## src/rtl/mgc_axi4_cmd_master_pkg.sv

```systemverilog
// Shared types and helpers for the AXI4 command master.
package mgc_axi4_cmd_master_pkg;

  typedef enum logic [1:0] {
    BURST_FIXED = 2'b00,
    BURST_INCR  = 2'b01,
    BURST_WRAP  = 2'b10
  } burst_t;

  typedef enum logic [1:0] {
    RESP_OKAY   = 2'b00,
    RESP_EXOKAY = 2'b01,
    RESP_SLVERR = 2'b10,
    RESP_DECERR = 2'b11
  } resp_t;

  // True when an INCR burst starting at addr would run past the next 4 KB page.
  function automatic logic crosses_4k(input logic [11:0] addr, input logic [7:0] len,
                                      input logic [2:0] size);
    logic [16:0] bytes;
    logic [16:0] end_off;
    bytes   = (17'(len) + 17'd1) << size;
    end_off = 17'(addr) + bytes;
    return end_off > 17'd4096;
  endfunction

endpackage

```

## src/rtl/mgc_axi4_len_fifo.sv

```systemverilog
// Synchronous FIFO of write-burst lengths; the head drives WLAST generation.
module mgc_axi4_len_fifo #(
  parameter int DEPTH = 4
) (
  input  logic       clk,
  input  logic       rst,
  input  logic       push,
  input  logic       pop,
  input  logic [7:0] din,
  output logic       full,
  output logic       empty,
  output logic [7:0] head
);

  localparam int PW = (DEPTH > 1) ? $clog2(DEPTH) : 1;
  localparam int CW = $clog2(DEPTH + 1);

  logic [7:0]    mem [DEPTH];
  logic [PW-1:0] wr_ptr;
  logic [PW-1:0] rd_ptr;
  logic [CW-1:0] count;
  logic          do_push;
  logic          do_pop;

  function automatic logic [PW-1:0] ptr_inc(input logic [PW-1:0] p);
    return (p == PW'(DEPTH - 1)) ? '0 : p + PW'(1);
  endfunction

  assign do_push = push & ~full;
  assign do_pop  = pop & ~empty;
  assign full    = (count == CW'(DEPTH));
  assign empty   = (count == '0);
  assign head    = mem[rd_ptr];

  always_ff @(posedge clk) begin
    if (rst) begin
      wr_ptr <= '0;
      rd_ptr <= '0;
      count  <= '0;
    end else begin
      if (do_push) wr_ptr <= ptr_inc(wr_ptr);
      if (do_pop)  rd_ptr <= ptr_inc(rd_ptr);
      case ({do_push, do_pop})
        2'b10:   count <= count + CW'(1);
        2'b01:   count <= count - CW'(1);
        default: count <= count;
      endcase
    end
  end

  always_ff @(posedge clk) begin
    if (do_push) mem[wr_ptr] <= din;
  end

endmodule

```

## src/rtl/mgc_axi4_cmd_master.sv

```systemverilog
// AXI4 master turning a command/data stream into read and write bursts.
// Optional illegal-burst rejection: define AXI4_CMD_MASTER_BURST_CHECK_EN.
module mgc_axi4_cmd_master
  import mgc_axi4_cmd_master_pkg::*;
#(
  parameter int ADDR_WIDTH      = 32,
  parameter int DATA_WIDTH      = 32,
  parameter int ID_WIDTH        = 4,
  parameter int MAX_OUTSTANDING = 4
) (
  input  logic                    ACLK,
  input  logic                    ARESET,
  input  logic                    cmd_valid,
  output logic                    cmd_ready,
  input  logic                    cmd_write,
  input  logic [ADDR_WIDTH-1:0]   cmd_addr,
  input  logic [7:0]              cmd_len,
  input  logic [2:0]              cmd_size,
  input  logic [1:0]              cmd_burst,
  input  logic [ID_WIDTH-1:0]     cmd_id,
  output logic                    cmd_err,
  input  logic                    wr_valid,
  output logic                    wr_ready,
  input  logic [DATA_WIDTH-1:0]   wr_data,
  input  logic [DATA_WIDTH/8-1:0] wr_strb,
  output logic                    rd_valid,
  input  logic                    rd_ready,
  output logic [DATA_WIDTH-1:0]   rd_data,
  output logic [1:0]              rd_resp,
  output logic                    rd_last,
  output logic [ID_WIDTH-1:0]     rd_id,
  output logic                    wrsp_valid,
  input  logic                    wrsp_ready,
  output logic [1:0]              wrsp_resp,
  output logic [ID_WIDTH-1:0]     wrsp_id,
  output logic                    AWVALID,
  input  logic                    AWREADY,
  output logic [ADDR_WIDTH-1:0]   AWADDR,
  output logic [7:0]              AWLEN,
  output logic [2:0]              AWSIZE,
  output logic [1:0]              AWBURST,
  output logic [ID_WIDTH-1:0]     AWID,
  output logic [2:0]              AWPROT,
  output logic [3:0]              AWCACHE,
  output logic [3:0]              AWQOS,
  output logic [3:0]              AWREGION,
  output logic                    AWLOCK,
  output logic                    AWUSER,
  output logic                    WVALID,
  input  logic                    WREADY,
  output logic [DATA_WIDTH-1:0]   WDATA,
  output logic [DATA_WIDTH/8-1:0] WSTRB,
  output logic                    WLAST,
  output logic                    WUSER,
  input  logic                    BVALID,
  output logic                    BREADY,
  input  logic [1:0]              BRESP,
  input  logic [ID_WIDTH-1:0]     BID,
  output logic                    ARVALID,
  input  logic                    ARREADY,
  output logic [ADDR_WIDTH-1:0]   ARADDR,
  output logic [7:0]              ARLEN,
  output logic [2:0]              ARSIZE,
  output logic [1:0]              ARBURST,
  output logic [ID_WIDTH-1:0]     ARID,
  output logic [2:0]              ARPROT,
  output logic [3:0]              ARCACHE,
  output logic [3:0]              ARQOS,
  output logic [3:0]              ARREGION,
  output logic                    ARLOCK,
  output logic                    ARUSER,
  input  logic                    RVALID,
  output logic                    RREADY,
  input  logic [DATA_WIDTH-1:0]   RDATA,
  input  logic [1:0]              RRESP,
  input  logic                    RLAST,
  input  logic [ID_WIDTH-1:0]     RID
);

  localparam int CW = $clog2(MAX_OUTSTANDING + 1);

  logic [CW-1:0] wr_cnt;
  logic [CW-1:0] rd_cnt;
  logic [7:0]    beat_cnt;
  logic          aw_vld_p1;
  logic          ar_vld_p1;
  logic          fifo_full;
  logic          fifo_empty;
  logic [7:0]    fifo_head;
  logic          wr_room;
  logic          rd_room;
  logic          cmd_acc;
  logic          cmd_legal;
  logic          wr_acc;
  logic          rd_acc;
  logic          aw_hs;
  logic          ar_hs;
  logic          w_hs;
  logic          b_hs;
  logic          r_done;

  // A slot frees when the holding register handshakes this cycle, so commands stream at one per cycle.
  assign wr_room   = (wr_cnt < CW'(MAX_OUTSTANDING)) & (~aw_vld_p1 | AWREADY) & ~fifo_full;
  assign rd_room   = (rd_cnt < CW'(MAX_OUTSTANDING)) & (~ar_vld_p1 | ARREADY);
  assign cmd_ready = cmd_write ? wr_room : rd_room;
  assign cmd_acc   = cmd_valid & cmd_ready;
  assign wr_acc    = cmd_acc & cmd_write & cmd_legal;
  assign rd_acc    = cmd_acc & ~cmd_write & cmd_legal;

  assign aw_hs  = aw_vld_p1 & AWREADY;
  assign ar_hs  = ar_vld_p1 & ARREADY;
  assign w_hs   = WVALID & WREADY;
  assign b_hs   = BVALID & BREADY;
  assign r_done = RVALID & RREADY & RLAST;

`ifdef AXI4_CMD_MASTER_BURST_CHECK_EN
  logic err_p1;

  always_comb begin
    cmd_legal = 1'b1;
    case (cmd_burst)
      BURST_INCR: cmd_legal = ~crosses_4k(cmd_addr[11:0], cmd_len, cmd_size);
      BURST_WRAP: cmd_legal = (cmd_len == 8'd1) | (cmd_len == 8'd3) |
                              (cmd_len == 8'd7) | (cmd_len == 8'd15);
      BURST_FIXED: cmd_legal = 1'b1;
      default:    cmd_legal = 1'b0;
    endcase
  end

  always_ff @(posedge ACLK) begin
    if (ARESET) err_p1 <= 1'b0;
    else        err_p1 <= cmd_acc & ~cmd_legal;
  end

  assign cmd_err = err_p1;
`else
  assign cmd_legal = 1'b1;
  assign cmd_err   = 1'b0;
`endif

  // Address holding registers: valid is control, descriptor fields are data.
  always_ff @(posedge ACLK) begin
    if (ARESET) begin
      aw_vld_p1 <= 1'b0;
      ar_vld_p1 <= 1'b0;
    end else begin
      if (wr_acc)     aw_vld_p1 <= 1'b1;
      else if (aw_hs) aw_vld_p1 <= 1'b0;
      if (rd_acc)     ar_vld_p1 <= 1'b1;
      else if (ar_hs) ar_vld_p1 <= 1'b0;
    end
  end

  always_ff @(posedge ACLK) begin
    if (wr_acc) begin
      AWADDR  <= cmd_addr;
      AWLEN   <= cmd_len;
      AWSIZE  <= cmd_size;
      AWBURST <= cmd_burst;
      AWID    <= cmd_id;
    end
    if (rd_acc) begin
      ARADDR  <= cmd_addr;
      ARLEN   <= cmd_len;
      ARSIZE  <= cmd_size;
      ARBURST <= cmd_burst;
      ARID    <= cmd_id;
    end
  end

  always_ff @(posedge ACLK) begin
    if (ARESET) begin
      wr_cnt   <= '0;
      rd_cnt   <= '0;
      beat_cnt <= '0;
    end else begin
      case ({wr_acc, b_hs && (wr_cnt != '0)})
        2'b10:   wr_cnt <= wr_cnt + CW'(1);
        2'b01:   wr_cnt <= wr_cnt - CW'(1);
        default: wr_cnt <= wr_cnt;
      endcase
      case ({rd_acc, r_done && (rd_cnt != '0)})
        2'b10:   rd_cnt <= rd_cnt + CW'(1);
        2'b01:   rd_cnt <= rd_cnt - CW'(1);
        default: rd_cnt <= rd_cnt;
      endcase
      if (w_hs) beat_cnt <= WLAST ? 8'd0 : beat_cnt + 8'd1;
    end
  end

  mgc_axi4_len_fifo #(
    .DEPTH (MAX_OUTSTANDING)
  ) u_len_fifo (
    .clk   (ACLK),
    .rst   (ARESET),
    .push  (wr_acc),
    .pop   (w_hs & WLAST),
    .din   (cmd_len),
    .full  (fifo_full),
    .empty (fifo_empty),
    .head  (fifo_head)
  );

  // Write data may run ahead of AW; it is gated only by a known burst length.
  assign AWVALID  = aw_vld_p1;
  assign ARVALID  = ar_vld_p1;
  assign WVALID   = wr_valid & ~fifo_empty;
  assign wr_ready = WREADY & ~fifo_empty;
  assign WLAST    = (beat_cnt == fifo_head);
  assign WDATA    = wr_data;
  assign WSTRB    = wr_strb;

  assign wrsp_valid = BVALID;
  assign wrsp_resp  = BRESP;
  assign wrsp_id    = BID;
  assign BREADY     = wrsp_ready;

  assign rd_valid = RVALID;
  assign rd_data  = RDATA;
  assign rd_resp  = RRESP;
  assign rd_last  = RLAST;
  assign rd_id    = RID;
  assign RREADY   = rd_ready;

  assign AWPROT   = '0;
  assign AWCACHE  = '0;
  assign AWQOS    = '0;
  assign AWREGION = '0;
  assign AWLOCK   = 1'b0;
  assign AWUSER   = 1'b0;
  assign WUSER    = 1'b0;
  assign ARPROT   = '0;
  assign ARCACHE  = '0;
  assign ARQOS    = '0;
  assign ARREGION = '0;
  assign ARLOCK   = 1'b0;
  assign ARUSER   = 1'b0;

endmodule

```

## config.mk

```make
export PLATFORM = sky130hd
export DESIGN_NAME = mgc_axi4_cmd_master
export DESIGN_NICKNAME = d
export VERILOG_FILES = /design/src/rtl/mgc_axi4_cmd_master_pkg.sv /design/src/rtl/mgc_axi4_len_fifo.sv /design/src/rtl/mgc_axi4_cmd_master.sv
export SDC_FILE = /design/constraint.sdc
export NUM_CORES = 1
export LEC_CHECK = 0
export CORE_AREA = 4 4 140 142
export CTS_CLUSTER_DIAMETER = 40
export DETAILED_ROUTE_END_ITERATION = 7
export DIE_AREA = 0 0 144 146
export GPL_TIMING_DRIVEN = 0
export PLACE_DENSITY = 0.73
export SYNTH_ARGS = -nofsm -noshare
export SYNTH_HDL_FRONTEND = slang
export SYNTH_SLANG_ARGS = --single-unit
```

## constraint.sdc

```tcl
create_clock -name ACLK -period 5.4 [get_ports ACLK]
set_input_delay 0.54 -clock ACLK [delete_from_list [all_inputs] [get_ports ACLK]]
set_output_delay 0.54 -clock ACLK [all_outputs]
set_load 0.01 [all_outputs]
```

==> impl_metrics.csv, run 1 <==
group,metric,value,unit
clock_network,cts_resized,0,
timing,hold_violations,0,
timing,fin_crit_sh,0.611,
layout,drive_gt1_frac,0.226,
logic_synthesis,ys_seq_elements,155,
floorplanning,die_h,146,um
timing,fin_setup_tns,0,ps
grt,met1_usage,0.165,
clock_network,clockBufferDepth,2,
grt,top_usage_layer,"met2",
worst_setup_path,path_max_fanout,8,
route,post_drt_wl_per_cell,18.4,um
timing,slew_violations,0,
logic_synthesis,ys_warn_count,0,
clock_network,cts_tree,"yes",
min_path,hold_path_class,"reg -> reg",
clock_network,cts_made_buffers,17,
power_and_ir_drop,p_leak,3.83,nW
grt,grt_pass1_vias,4211,
timing,finClkSkew,7.77,ps
timing,clock.fmax,303,MHz
timing,layout_min_cycle_time,3300,ps
clock_network,path_clk_slew,70,ps
grt,grt_overflow,0,
logic_synthesis,synth_top_area_share,0.608,
logic_synthesis,synth_seq_area_share,0.685,
logic_synthesis,post_synth_num_cell_types,35,
logic_synthesis,synthAdderAreaFrac,0.0269,
floorplanning,die_w,144,um
clock_network,clock-root-buffer,"clkbuf_16",
route,postRouteAntennaNets,0,
grt,grt_pass1_wl,25.4,mm
power_and_ir_drop,irDropWorstVdd,0.000239,V
worst_setup_path,path_class,"reg -> out",
power_and_ir_drop,total_power,2.91,mW
worst_setup_path,worst_setup_path_end_kind,"output port",
logic_synthesis,synth-simple-area-share,0.0504,
logic_synthesis,synth_common_cells,"edfxtp_1, buf_4, dfxtp_1",
logic_synthesis,synth.cell_area,6420,sq um
grt,antenna_found_initial,1,
route,first_pass_iters,4,
logic_synthesis,synth-edff-count,130,
grt,met2_usage,0.276,
logic_synthesis,synth_xor_area_frac,0.0286,
status,status,"finished clean",
route,drc_errors,0,
layout,fill_cells,1566,
placement,port_buffers,250,
floorplanning,dieArea,21000,sq um
worst_setup_path,cp.required,4860,ps
power_and_ir_drop,powerDensity,291,nW/um^2
logic_synthesis,synth.most_common_cell,"edfxtp_1",
route,vias_per_cell,4.18,
logic_synthesis,synth.area.top_cells,"edfxtp_1, buf_4, dfxtp_1",
layout,ff_latch_area,4400,sq um
floorplanning,start_util,0.348,
worst_setup_path,arrival,2760,ps
logic_synthesis,syn_area_per_cell,15.5,sq um
layout,syn2layout_area_growth,55.5,%
route,wl,17.8,mm
clock_network,clk_latency,420,ps
layout,multi_input_area,1170,sq um
grt,gr-usage-met3,0.107,
clock_network,hold_buffers,0,
route,dr.first_iter.drc_count,235,
clock_network,clock_sinks,155,
placement,hpwl,14.5,mm
logic_synthesis,synthFlopType,"edfxtp_1",
timing,rsz0062_at_grt,"false",
job,drv_cap,0,
logic_synthesis,yosys.area.top_type,"edfxtp_1",
logic_synthesis,synth_top_family_by_area,"buffers and inverters",
worst_setup_path,crit_path_start_kind,"flip-flop",
logic_synthesis,synth.area.mux_share,0.0360,
grt,groute.usage.overall,0.165,
grt,grt_start_max_net_pins,44,
logic_synthesis,synth_async_sr_flop_share,0,
placement,gp_routability_congestion,0.762,
logic_synthesis,postSynthCellCount,415,
floorplanning,io_pins,367,
clock_network,post-cts-setup-buffer-count,0,
route,num_vias,4054,
floorplanning,fp.coreArea,18500,sq um
layout,layout.nets,875,
timing,finalSetupViolCount,0,
floorplanning,rows,50,
clock_network,htree_levels,4,
logic_synthesis,synth_compound_area_frac,0.0189,
-- flip-flops by register name, summed over array words and instances (netlist names), 4 cells and up, named ones only --
| register | cells |
|---|---|
| AWID | 4 |
| ARADDR | 32 |
| beat_cnt | 8 |
| ARID | 4 |
| AWADDR | 32 |
| ARLEN | 8 |
| AWLEN | 8 |
| u_len_fifo.mem | 32 |
-- cell type report --
type                            count  share of cell area
Sequential cell                   155               0.441
Timing Repair Buffer              252               0.255
Multi-Input combinational cell    157               0.117
Clock inverter                     15              0.0169
Clock buffer                       17              0.0426
Tap cell                          234              0.0293
Antenna cell                        1            0.000251
Inverter                           14             0.00526
Buffer                            124              0.0932
-- report_power, final --
part           internal, mW  switching [mW]
registers              1.35          0.0162
logic                 0.229           0.162
clock network         0.621           0.530
-- kinds of logic (layout without fill, tap and decap cells) --
| family | after synthesis | in the layout |
|---|---|---|
| flip-flops | 155 | 155 |
| buffers and inverters | 138 | 422 |
| AND/OR/NAND/NOR | 60 | 60 |
| XOR/XNOR | 21 | 21 |
| AO/OA/AOI/OAI | 18 | 18 |
| adder cells (fa/ha/maj) | 12 | 12 |
| multiplexers | 10 | 10 |
| other | 1 | 37 |
-- cells in the final DEF, fill, tap and decap left out, drive strengths merged, types with 2 or more instances in the layout --
cell type        n
clkdlybuf4s50  250
edfxtp         130
buf            125
conb            36
dfxtp           25
inv             22
nor2            18
clkbuf          18
xor2            12
nand2           11
a21oi           10
xnor2            9
ha               9
mux4             8
clkinv           7
nand4            6
nor2b            4
and2             4
or3              4
nor3             4
nand3            3
o21ai            3
fa               3
nor3b            2
o311a            2
and3             2
o31ai            2
-- per-layer routing --
metal | vias up | wire [um]
li1 | 1935 | -
met1 | 1863 | 5930
met2 | 237 | 8800
met3 | 19 | 2720
met4 | 0 | 364
met5 | - | 0
-- critical path: stages, from the launching register on --
cell and delay [ps]:
dfxtp_1 330, buf_6 150, mux4_1 620, xnor2_1 210
nand4_2 220, nor2_1 220, clkdlybuf4s50_1 570
-- worst paths after layout --
kind / slack [ps] / end / start / cells after the start
hold reg to reg: 480 / u_len_fifo.rd_ptr[1] / u_len_fifo.rd_ptr[1] / 2
hold / removal: 480 / u_len_fifo.rd_ptr[1] / u_len_fifo.rd_ptr[1] / 2
setup / recovery: 2100 / WLAST / flip-flop / 6
setup reg to reg: 2280 / u_len_fifo.count[2] / flip-flop / 11
-- metrics by stage --
stage	hold WS, ps	util	area (sq um)	cells	worst slack, ps
6_report	484	0.541	9990	969	2100
5_1_grt	518	0.541	9990	969	1940
4_1_cts	490	0.541	9990	968	2010
3_5_place_dp	481	0.509	9390	936	2260
3_3_place_gp	474	0.507	9350	934	915
2_1_floorplan	454	-	6560	450	2480
No activity file was read; power rests on OpenSTA's default activity.
==> inputs of run 2 (changes only) <==
Settings changed: CORE_AREA 4 4 140 142 to 4 4 139 141, DIE_AREA 0 0 144 146 to 0 0 143 145, PLACE_DENSITY 0.73 to 0.74.
Clock period 5.4 ns to 3.4 ns, I/O delays scaled along.
==> impl_metrics.csv, run 2 (synthesis results as in run 1) <==
group,metric,value,unit
route,vias_per_cell,4.22,
power_and_ir_drop,clockPowerShare,0.401,
grt,grt_start_max_net_pins,44,
worst_setup_path,reg2reg_depth,11,
route,num_vias,4064,
worst_setup_path,path_class,"reg -> reg",
clock_network,clockBufferDepth,2,
floorplanning,start_util,0.358,
clock_network,cts_tree,"yes",
timing,clock.fmax,320,MHz
floorplanning,die_h,145,um
layout,drive_gt1_frac,0.224,
timing,tightest_slew,558,ps
route,wl,17.4,mm
layout,reg.largest.list,"ARADDR: 32 flops, AWADDR: 32 flops, u_len_fifo.mem: 32 flops",
clock_network,htree_levels,4,
power_and_ir_drop,swShare,0.225,
timing,finalSetupViolCount,0,
worst_setup_path,path_max_fanout,8,
floorplanning,io_pins,367,
job,drv_cap,0,
clock_network,cts_resized,0,
grt,grt_overflow,0,
layout,stdcell_count,962,
placement,hpwl,13.9,mm
layout,final_common_cell,"clkdlybuf4s50_1",
power_and_ir_drop,irDropWorstVdd,0.000426,V
min_path,hold_path_class,"reg -> reg",
clock_network,clock-root-buffer,"clkbuf_16",
route,drc_errors,0,
power_and_ir_drop,p_seq_frac,0.466,
timing,finClkSkew,8.29,ps
timing,layout_min_cycle_time,3130,ps
worst_setup_path,cp.required,3750,ps
layout,fin_util,0.555,
floorplanning,rows,49,
worst_setup_path,crit_path_start_kind,"flip-flop",
status,status,"finished clean",
layout,antennaDiodeCount,0,
power_and_ir_drop,powerDensity,467,nW/um^2
power_and_ir_drop,p_leak,3.82,nW
route,post_drt_wl_per_cell,18.1,um
grt,grt_pass1_wl,25.4,mm
route,dr.first_iter.drc_count,138,
clock_network,clk_latency,410,ps
worst_setup_path,worst_setup_path_end_kind,"flip-flop",
timing,relSlewSlack,0.628,
timing,fin_crit_sh,0.920,
layout,layout.nets,875,
min_path,hold-path-cell-count,2,
worst_setup_path,r2r_end,"u_len_fifo.count[2]",
power_and_ir_drop,p_comb_frac,0.133,
layout,final_cell_mix,"clkdlybuf4s50_1, edfxtp_1, buf_4",
clock_network,path_clk_slew,70,ps
worst_setup_path,reg2reg_slack,270,ps
power_and_ir_drop,p_sw,1.05,mW
placement,numPlacedInstances,931,
worst_setup_path,arrival,3470,ps
layout,syn2layout_area_growth,55.3,%
clock_network,hold_buffers,0,
grt,groute.usage.overall,0.164,
layout,fill_cells,1481,
floorplanning,dieArea,20700,sq um
power_and_ir_drop,total_power,4.65,mW
placement,port_buffers,250,
route,first_pass_iters,4,
clock_network,clock_sinks,155,
grt,antenna_found_initial,0,
min_path,min_from,"u_len_fifo.rd_ptr[1]",
power_and_ir_drop,power.internal,3.61,mW
floorplanning,fp.coreArea,18000,sq um
clock_network,post-cts-setup-buffer-count,0,
placement,gp_routability_congestion,0.761,
route,postRouteAntennaNets,0,
floorplanning,die_w,143,um
grt,grt_pass1_vias,4221,
timing,slew_violations,0,
clock_network,cts_made_buffers,17,
timing,rsz0062_at_grt,"false",
timing,hold_violations,0,
run 2: routing by layer:
layer / part of all wire / track usage
met3: 0.17 / 0.112
met2: 0.50 / 0.282
met1: 0.32 / 0.159
met5: 0 / 0
met4: 0.012 / 0.0428
run 2: final cells by class:
| cell class | count | area, sq um | area share |
|---|---|---|---|
| plain buffers | 124 | 931 | 0.0933 |
| clock buffers | 17 | 425 | 0.0426 |
| clock inverters | 14 | 165 | 0.0166 |
| inverters | 14 | 52.6 | 0.00527 |
| multi-input cells | 157 | 1170 | 0.117 |
| flip-flops and latches | 155 | 4400 | 0.441 |
| well taps | 229 | 287 | 0.0287 |
| repair buffers | 252 | 2540 | 0.255 |
run 2: per-stage QoR:
| stage | setup TNS (ps) | cell area, sq um | hold WS (ps) | worst slack, ps |
|---|---|---|---|---|
| floorplan | 0 | 6560 | 409 | 526 |
| global placement | -32080 | 9350 | 475 | -691 |
| detailed placement | 0 | 9390 | 492 | 273 |
| CTS | 0 | 9980 | 481 | 260 |
| global route | 0 | 9980 | 485 | 26.7 |
| finish | 0 | 9980 | 491 | 273 |
run 2: how the worst max path moves through the flow:
stage	from	end	slack, ps	cells after the start
finish	flip-flop	u_len_fifo.count[2]	270	11
global route	flip-flop	u_len_fifo.count[2]	30	11
CTS	flip-flop	u_len_fifo.count[2]	260	11
detailed placement	flip-flop	u_len_fifo.count[2]	270	11
global placement	AWREADY	u_len_fifo.mem[0][7]	-690	6
floorplan	flip-flop	u_len_fifo.count[2]	530	11
run 2: worst max-delay path, stage by stage (launching register included):
cell,delay [ps]
dfxtp_1,330
buf_6,150
mux4_1,610
xnor2_1,190
nand4_2,210
nor3_4,290
ha_1,230
inv_1,60
fa_1,370
xor2_1,150
or3_1,320
a21oi_1,140
run 2: power groups by stage:
stage / registers, mW / logic, mW / clock network, mW
final: 2.17 / 0.618 / 1.86
after global routing: 2.18 / 0.666 / 1.99
after CTS: 2.17 / 0.628 / 1.92
after detailed placement: 2.21 / 0.623 / 0
after global placement: 2.21 / 0.613 / 0
after floorplan: 2.24 / 0.239 / 0
